File: config.mk
export PLATFORM = sky130hd
export DESIGN_NAME = dram_arbiter
export DESIGN_NICKNAME = d
export VERILOG_FILES = /design/src/rtl/dram_arbiter.sv
export SDC_FILE = /design/constraint.sdc
export NUM_CORES = 1
export LEC_CHECK = 0
export BUFFER_PORTS_ARGS = -buffer_cell sky130_fd_sc_hd__buf_2
export CORE_MARGIN = 5
export CORE_UTILIZATION = 30
export DETAILED_ROUTE_END_ITERATION = 12
export GPL_TIMING_DRIVEN = 0
export SETUP_SLACK_MARGIN = 0.05
export SYNTH_ARGS = -nofsm -noshare
export SYNTH_HDL_FRONTEND = slang
export SYNTH_SLANG_ARGS = --single-unit
File: constraint.sdc
create_clock -name CLK -period 2.51 [get_ports CLK]
set_clock_uncertainty 0.1 [all_clocks]
set_input_delay 0.502 -clock CLK [delete_from_list [all_inputs] [get_ports CLK]]
set_output_delay 0.502 -clock CLK [all_outputs]
set_load 0.02 [all_outputs]
File: src/rtl/dram_arbiter.sv
// -----------------------------------------------------------------------------
// dram_arbiter
//
// Shares one single-port data RAM among NCORES cores. Requests are granted
// round-robin, and only one RAM transaction is in flight at a time. Each core
// waits until its acq bit pulses. Read data goes back to the requesting core
// through a per-core holding register.
//
// Transaction sequence: IDLE -> ACCESS -> (WAIT x RD_LAT, reads only) -> DONE.
//
// Ports
//   CLK         system clock, rising edge
//   rst         asynchronous reset, active-low
//   rden/wren   per-core read / write requests (bit i = core i)
//   Address     per-core address, core i at [i*AW +: AW]
//   Din         per-core write data, core i at [i*DW +: DW]
//   RAMq        RAM read data, valid RD_LAT clocks after the address edge
//   acq         one-hot completion strobe, high for one cycle
//   Dq          per-core read-data registers, core i at [i*DW +: DW]
//   RAMAddress  registered RAM address
//   RAMDin      registered RAM write data
//   RAMwren     registered RAM write enable
//   busy        high whenever a transaction is being sequenced
// -----------------------------------------------------------------------------
module dram_arbiter #(
  parameter int NCORES = 2,
  parameter int AW     = 8,
  parameter int DW     = 8,
  parameter int RD_LAT = 1
) (
  input  logic                 CLK,
  input  logic                 rst,
  input  logic [NCORES-1:0]    rden,
  input  logic [NCORES-1:0]    wren,
  input  logic [NCORES*AW-1:0] Address,
  input  logic [NCORES*DW-1:0] Din,
  input  logic [DW-1:0]        RAMq,
  output logic [NCORES-1:0]    acq,
  output logic [NCORES*DW-1:0] Dq,
  output logic [AW-1:0]        RAMAddress,
  output logic [DW-1:0]        RAMDin,
  output logic                 RAMwren,
  output logic                 busy
);

  // Width of a core index and of the read-latency counter.
  localparam int IW = (NCORES > 1) ? $clog2(NCORES) : 1;
  localparam int CW = (RD_LAT > 1) ? $clog2(RD_LAT + 1) : 1;

  typedef enum logic [1:0] {
    IDLE   = 2'd0,
    ACCESS = 2'd1,
    WAIT   = 2'd2,
    DONE   = 2'd3
  } state_t;

  typedef enum logic {
    OP_READ  = 1'b0,
    OP_WRITE = 1'b1
  } op_t;

  state_t              state;
  op_t                 op;
  logic [IW-1:0]       g;      // core owning the current transaction
  logic [IW-1:0]       last;   // most recently completed core
  logic [CW-1:0]       cnt;    // read-latency counter inside WAIT

  logic [NCORES-1:0]   req;
  logic [IW-1:0]       pick;
  logic                found;
  logic [NCORES-1:0]   grant_mask;

  assign req  = rden | wren;
  assign busy = (state != IDLE);

  // Round-robin pick. The scan starts at the core after the last one served
  // and wraps, so the core just served has the lowest priority.
  // NOTE: every variable assigned in an always_comb gets a default before any
  // conditional assignment. Without the default a latch would be inferred.
  always_comb begin
    pick  = last;
    found = 1'b0;
    for (int k = 1; k <= NCORES; k++) begin
      if (!found && req[(int'(last) + k) % NCORES]) begin
        found = 1'b1;
        pick  = IW'((int'(last) + k) % NCORES);
      end
    end
  end

  always_comb begin
    grant_mask    = '0;
    grant_mask[g] = 1'b1;
  end

  // Sequencer. Each transaction runs to completion even if the core drops its
  // request part-way through. Address, Din and wren are sampled only in IDLE.
  // A core that asserts both rden and wren gets a write, so its Dq is untouched.
  // NOTE: sequential state is updated with non-blocking assignments only. Every
  // register then sees the pre-edge values of the others, which matches the
  // behaviour of the flops.
  always_ff @(posedge CLK or negedge rst) begin
    if (!rst) begin
      state      <= IDLE;
      op         <= OP_READ;
      g          <= '0;
      last       <= IW'(NCORES - 1);
      cnt        <= '0;
      acq        <= '0;
      // NOTE: the read-data registers are reset as well. They are visible
      // outputs that cores may sample, so they must not power up unknown.
      Dq         <= '0;
      RAMAddress <= '0;
      RAMDin     <= '0;
      RAMwren    <= 1'b0;
    end else begin
      case (state)
        IDLE: begin
          acq <= '0;
          if (found) begin
            g          <= pick;
            RAMAddress <= Address[pick*AW +: AW];
            RAMDin     <= Din[pick*DW +: DW];
            RAMwren    <= wren[pick];
            op         <= wren[pick] ? OP_WRITE : OP_READ;
            state      <= ACCESS;
          end
        end

        // The RAM samples address, data and write enable at the edge that
        // closes this cycle. RAMwren is dropped at that edge, so a write
        // strobe lasts exactly one cycle.
        ACCESS: begin
          RAMwren <= 1'b0;
          cnt     <= '0;
          if (op == OP_WRITE) begin
            acq   <= grant_mask;
            state <= DONE;
          end else begin
            state <= WAIT;
          end
        end

        // RAMq becomes valid RD_LAT clocks after the address-sampling edge.
        // It is captured on the edge where cnt has counted RD_LAT-1.
        WAIT: begin
          cnt <= cnt + 1'b1;
          if (cnt == CW'(RD_LAT - 1)) begin
            Dq[g*DW +: DW] <= RAMq;
            acq            <= grant_mask;
            state          <= DONE;
          end
        end

        DONE: begin
          acq   <= '0;
          last  <= g;
          state <= IDLE;
        end

        default: begin
          acq     <= '0;
          RAMwren <= 1'b0;
          state   <= IDLE;
        end
      endcase
    end
  end

endmodule

==> summary.md <==
| Metric | Value |
|---|---|
| Outcome | finished, final reports clean |
| Setup crit end kind | primary output |
| Initial antenna violation count | 0 |
| Clock Sink Count | 41 |
| Hpwl dp | 3200 um |
| CP Launch Type | flop |
| Synth top area share | 0.537 |
| DR vias | 1,429 |
| Crit path DAT | 1.33 ns |
| Worst reg-to-reg setup slack | 0.65 ns |
| Largest net degree at the start of global routing | 42 |
| DRC violations left | 0 |
| Comb power frac | 0.515 |
| Final setup vio count | 0 |
| Routed vias/inst | roughly 4.5 |
| Lkg Pwr | 1.25 nW |
| Req. time, crit path | 1.91 ns |
| Diodes inserted | 0 |
| Final TNS setup | 0 ns |
| Int Power | roughly 1.9 mW |
| Net Sw Power | 1.35 mW |
| R2r worst-path depth | 6 |
| Clk slew on worst S/H paths | 0.08 ns |
| Maximum vdd drop | 0.449 mV |
| Power density over cell area | around 1300 nW/um^2 |
| I/O Pins | 82 |
| Die height | 88.8 um |
| Final core occ | 0.408 |
| Critical path buffer and inverter count | 3 |
| Mux share of post-synthesis cell area | 0.195 |
| Sequential share of the synthesized area | 0.551 |
| Worst reg2reg path startpoint | state[0] |
| DR pass1 iterations | 4 |
| RSZ-0062 raised after global routing | false |
| Top cell by count, worst path | inv_1 |
| Layout cells sized above 1 | 0.478 |
| Placed Area | 2360 sq um |
| CP Launch Point | state[0] |
| Critical-path cell list | inv_1, ha_1, inv_1, buf_2 |
| Critical Path Slowest Stage Cell | dfrtp_1 |
| Tightest Pin Transition | roughly 0.91 ns |
| Mapped Cells | between 150 and 200 |
| Finished Layout Cells | 320 |
| Clock power share | 0.124 |
| H-tree depth | 2 |
| Num CTS Buffers | 5 |
| Die Wd | 88.8 um |
| #FFs+latches synth | slightly above 40 |
| Hold-fix buffers at CTS | 0 |
| Seq pwr share | 0.360 |
| Grt ovf | 0 |
| Hold WC Path Type | in -> async |
| Top FF cell, synth | dfrtp_1 |
| Num rows | 28 |
| Clock tree from TritonCTS | built |
| Synth cell types | 26 |
| Synth Area in Adders | 0.0336 |
| Compound-cell area share of the yosys netlist | 0.0946 |
| Number of global-route vias before repair | 1,393 |
| Fmax | 518 MHz |
| Starting density of the core | 0.311 |
| # port buffers | between 80 and 90 |
| Iteration-0 DRC Markers | 12 |
| CTS root buf | clkbuf_8 |
| Warnings from Yosys | 0 |
| Cell accounting for the most synthesized area | dfrtp_1 |
| Async SR Flop Fraction | 1.00 |
| XOR/XNOR Fraction of Synth Area | 0 |
| Mapped Nets | 207 |
| Synth-to-Final Area Change | 31.2% |
| Crit path to | busy |
| Post-route ant nets | 0 |
| Crit-path max FO | 5 |
| Routed Wire Length | 4150 um |
| Rel. slew slack | 0.396 |
| Synth Cell Area | roughly 1900 sq um |
| Reg2reg end | Dq[5] |
| Levels on crit path | 4 |
| Mapped Avg Cell Area | 12.0 sq um |
| Largest family of logic cells by synthesized area | multiplexers |
| CP peak stage delay | between 0.4 and 0.5 ns |
| Top cells by count, synth | 40 x dfrtp_1, 24 x nand2_1, 18 x mux2_2 |
| Number of synthesized flops with an enable pin | 0 |
| Final hold slack | ~0.25 ns |
| Clock Path Buffers | 2 |
| Max_cap viols | 0 |
| Crit Path Class | reg -> out |
| Most common cell in the netlist | dfrtp_1 |
| Post-Synth Simple-Gate Area | 0.0832 |
| Final Hold Viols | 0 |
| Final nets | 295 |
| Synth area leaders | dfrtp_1 54%, mux2_2 11%, mux2i_1 8.6% |
| RD Place Congestion | 0.694 |
| Die area | 7890 sq um |
| Fin area | 2450 sq um |
| Placed cells | 312 |
| Core Region | approximately 6000 sq um |
| Switching Share | 0.414 |
| Wirelength per Cell | 13.0 um |
| Min cycle time layout | 1.93 ns |
| Cell family with most CP delay | flip-flops |
| Final-report max-slew violation count | 0 |
| First-pass GRT wire length | 6600 um |
| Total GRT Usage | 0.108 |
| Worst-Skew Late Latency | ~0.28 ns |
| Tcrit/Tclk final | 0.770 |
| CTS-repair resized insts | 0 |
| Post-CTS Setup Bufs | 0 |
==> sequential cells by signal, indices dropped and copies added (netlist names) <==
signal and cells:
Dq 16, RAMAddress 8, RAMDin 8, RAMwren 1, acq 2, cnt 1
g 1, last 1, op 1, state 2
==> worst min-delay path by stage <==
| stage | slack, ns | from | end |
|---|---|---|---|
| after global routing | 0.33 | rst | RAMDin[1] |
| after global placement | 0.36 | RAMDin[6] | RAMDin[6] |
| after detailed placement | 0.37 | RAMAddress[0] | RAMAddress[0] |
| after CTS | 0.28 | rst | RAMDin[3] |
| final | 0.25 | rst | RAMwren |
| after floorplan | 0.11 | rst | Dq[0] |
==> routing by layer <==
layer / routed length [um] / vias to the layer above / share of wire / global-route usage
li1: - / 713 / - / -
met1: 1720 / 670 / 0.41 / 0.137
met2: 2080 / 44 / 0.50 / 0.182
met3: 333 / 2 / 0.080 / 0.0307
met4: 15 / 0 / 0.0036 / 0.0288
met5: 0 / - / 0 / 0
==> through the flow <==
stage	total power, mW	worst slack [ns]
2_1_floorplan	2.36	0.825
3_3_place_gp	2.87	0.662
3_5_place_dp	2.92	0.640
4_1_cts	3.33	0.555
5_1_grt	3.54	0.491
6_report	3.26	0.578
==> power groups by stage <==
stage | logic, mW | clock network [mW] | registers (mW)
finish | 1.68 | 0.404 | 1.17
global route | 1.85 | 0.462 | 1.22
CTS | 1.72 | 0.427 | 1.18
detailed placement | 1.72 | 0 | 1.19
global placement | 1.69 | 0 | 1.18
floorplan | 0.838 | 0 | 1.52
==> cells in the final DEF, fill, tap and decap left out <==
cell,count
nand2b_1,3
mux2i_1,16
nor2_1,1
dfrtp_1,40
mux2_2,18
buf_4,3
buf_8,1
and3_1,1
o21ai_1,11
clkbuf_8,5
nor2b_1,2
a21o_1,1
nor4_2,1
a21boi_0,1
clkinv_2,2
buf_2,82
and2_1,1
o31ai_1,1
nand2_1,24
o21ai_2,1
buf_6,2
inv_1,4
a21oi_1,3
dfstp_2,1
a2bb2oi_2,1
ha_1,5
clkbuf_1,1
o21ai_0,12
nand3_1,1
==> layout make-up <==
| cell class | count | area (sq um) |
|---|---|---|
| fillers | 624 | 3540 |
| clock inverters | 2 | 10.0 |
| well taps | 75 | 93.8 |
| multi-input cells | 104 | 757 |
| clock buffers | 6 | 72.6 |
| flip-flops and latches | 41 | 1030 |
| repair buffers | 81 | 405 |
| plain buffers | 7 | 65.1 |
| inverters | 4 | 15.0 |
==> kinds of logic (layout without fill, tap and decap cells) <==
family | Yosys count | in the layout
AND/OR/NAND/NOR | 34 | 34
AO/OA/AOI/OAI | 31 | 31
adder cells (fa/ha/maj) | 5 | 5
buffers and inverters | 11 | 100
flip-flops | 41 | 41
multiplexers | 34 | 34
(Power assumes the default switching activity.)
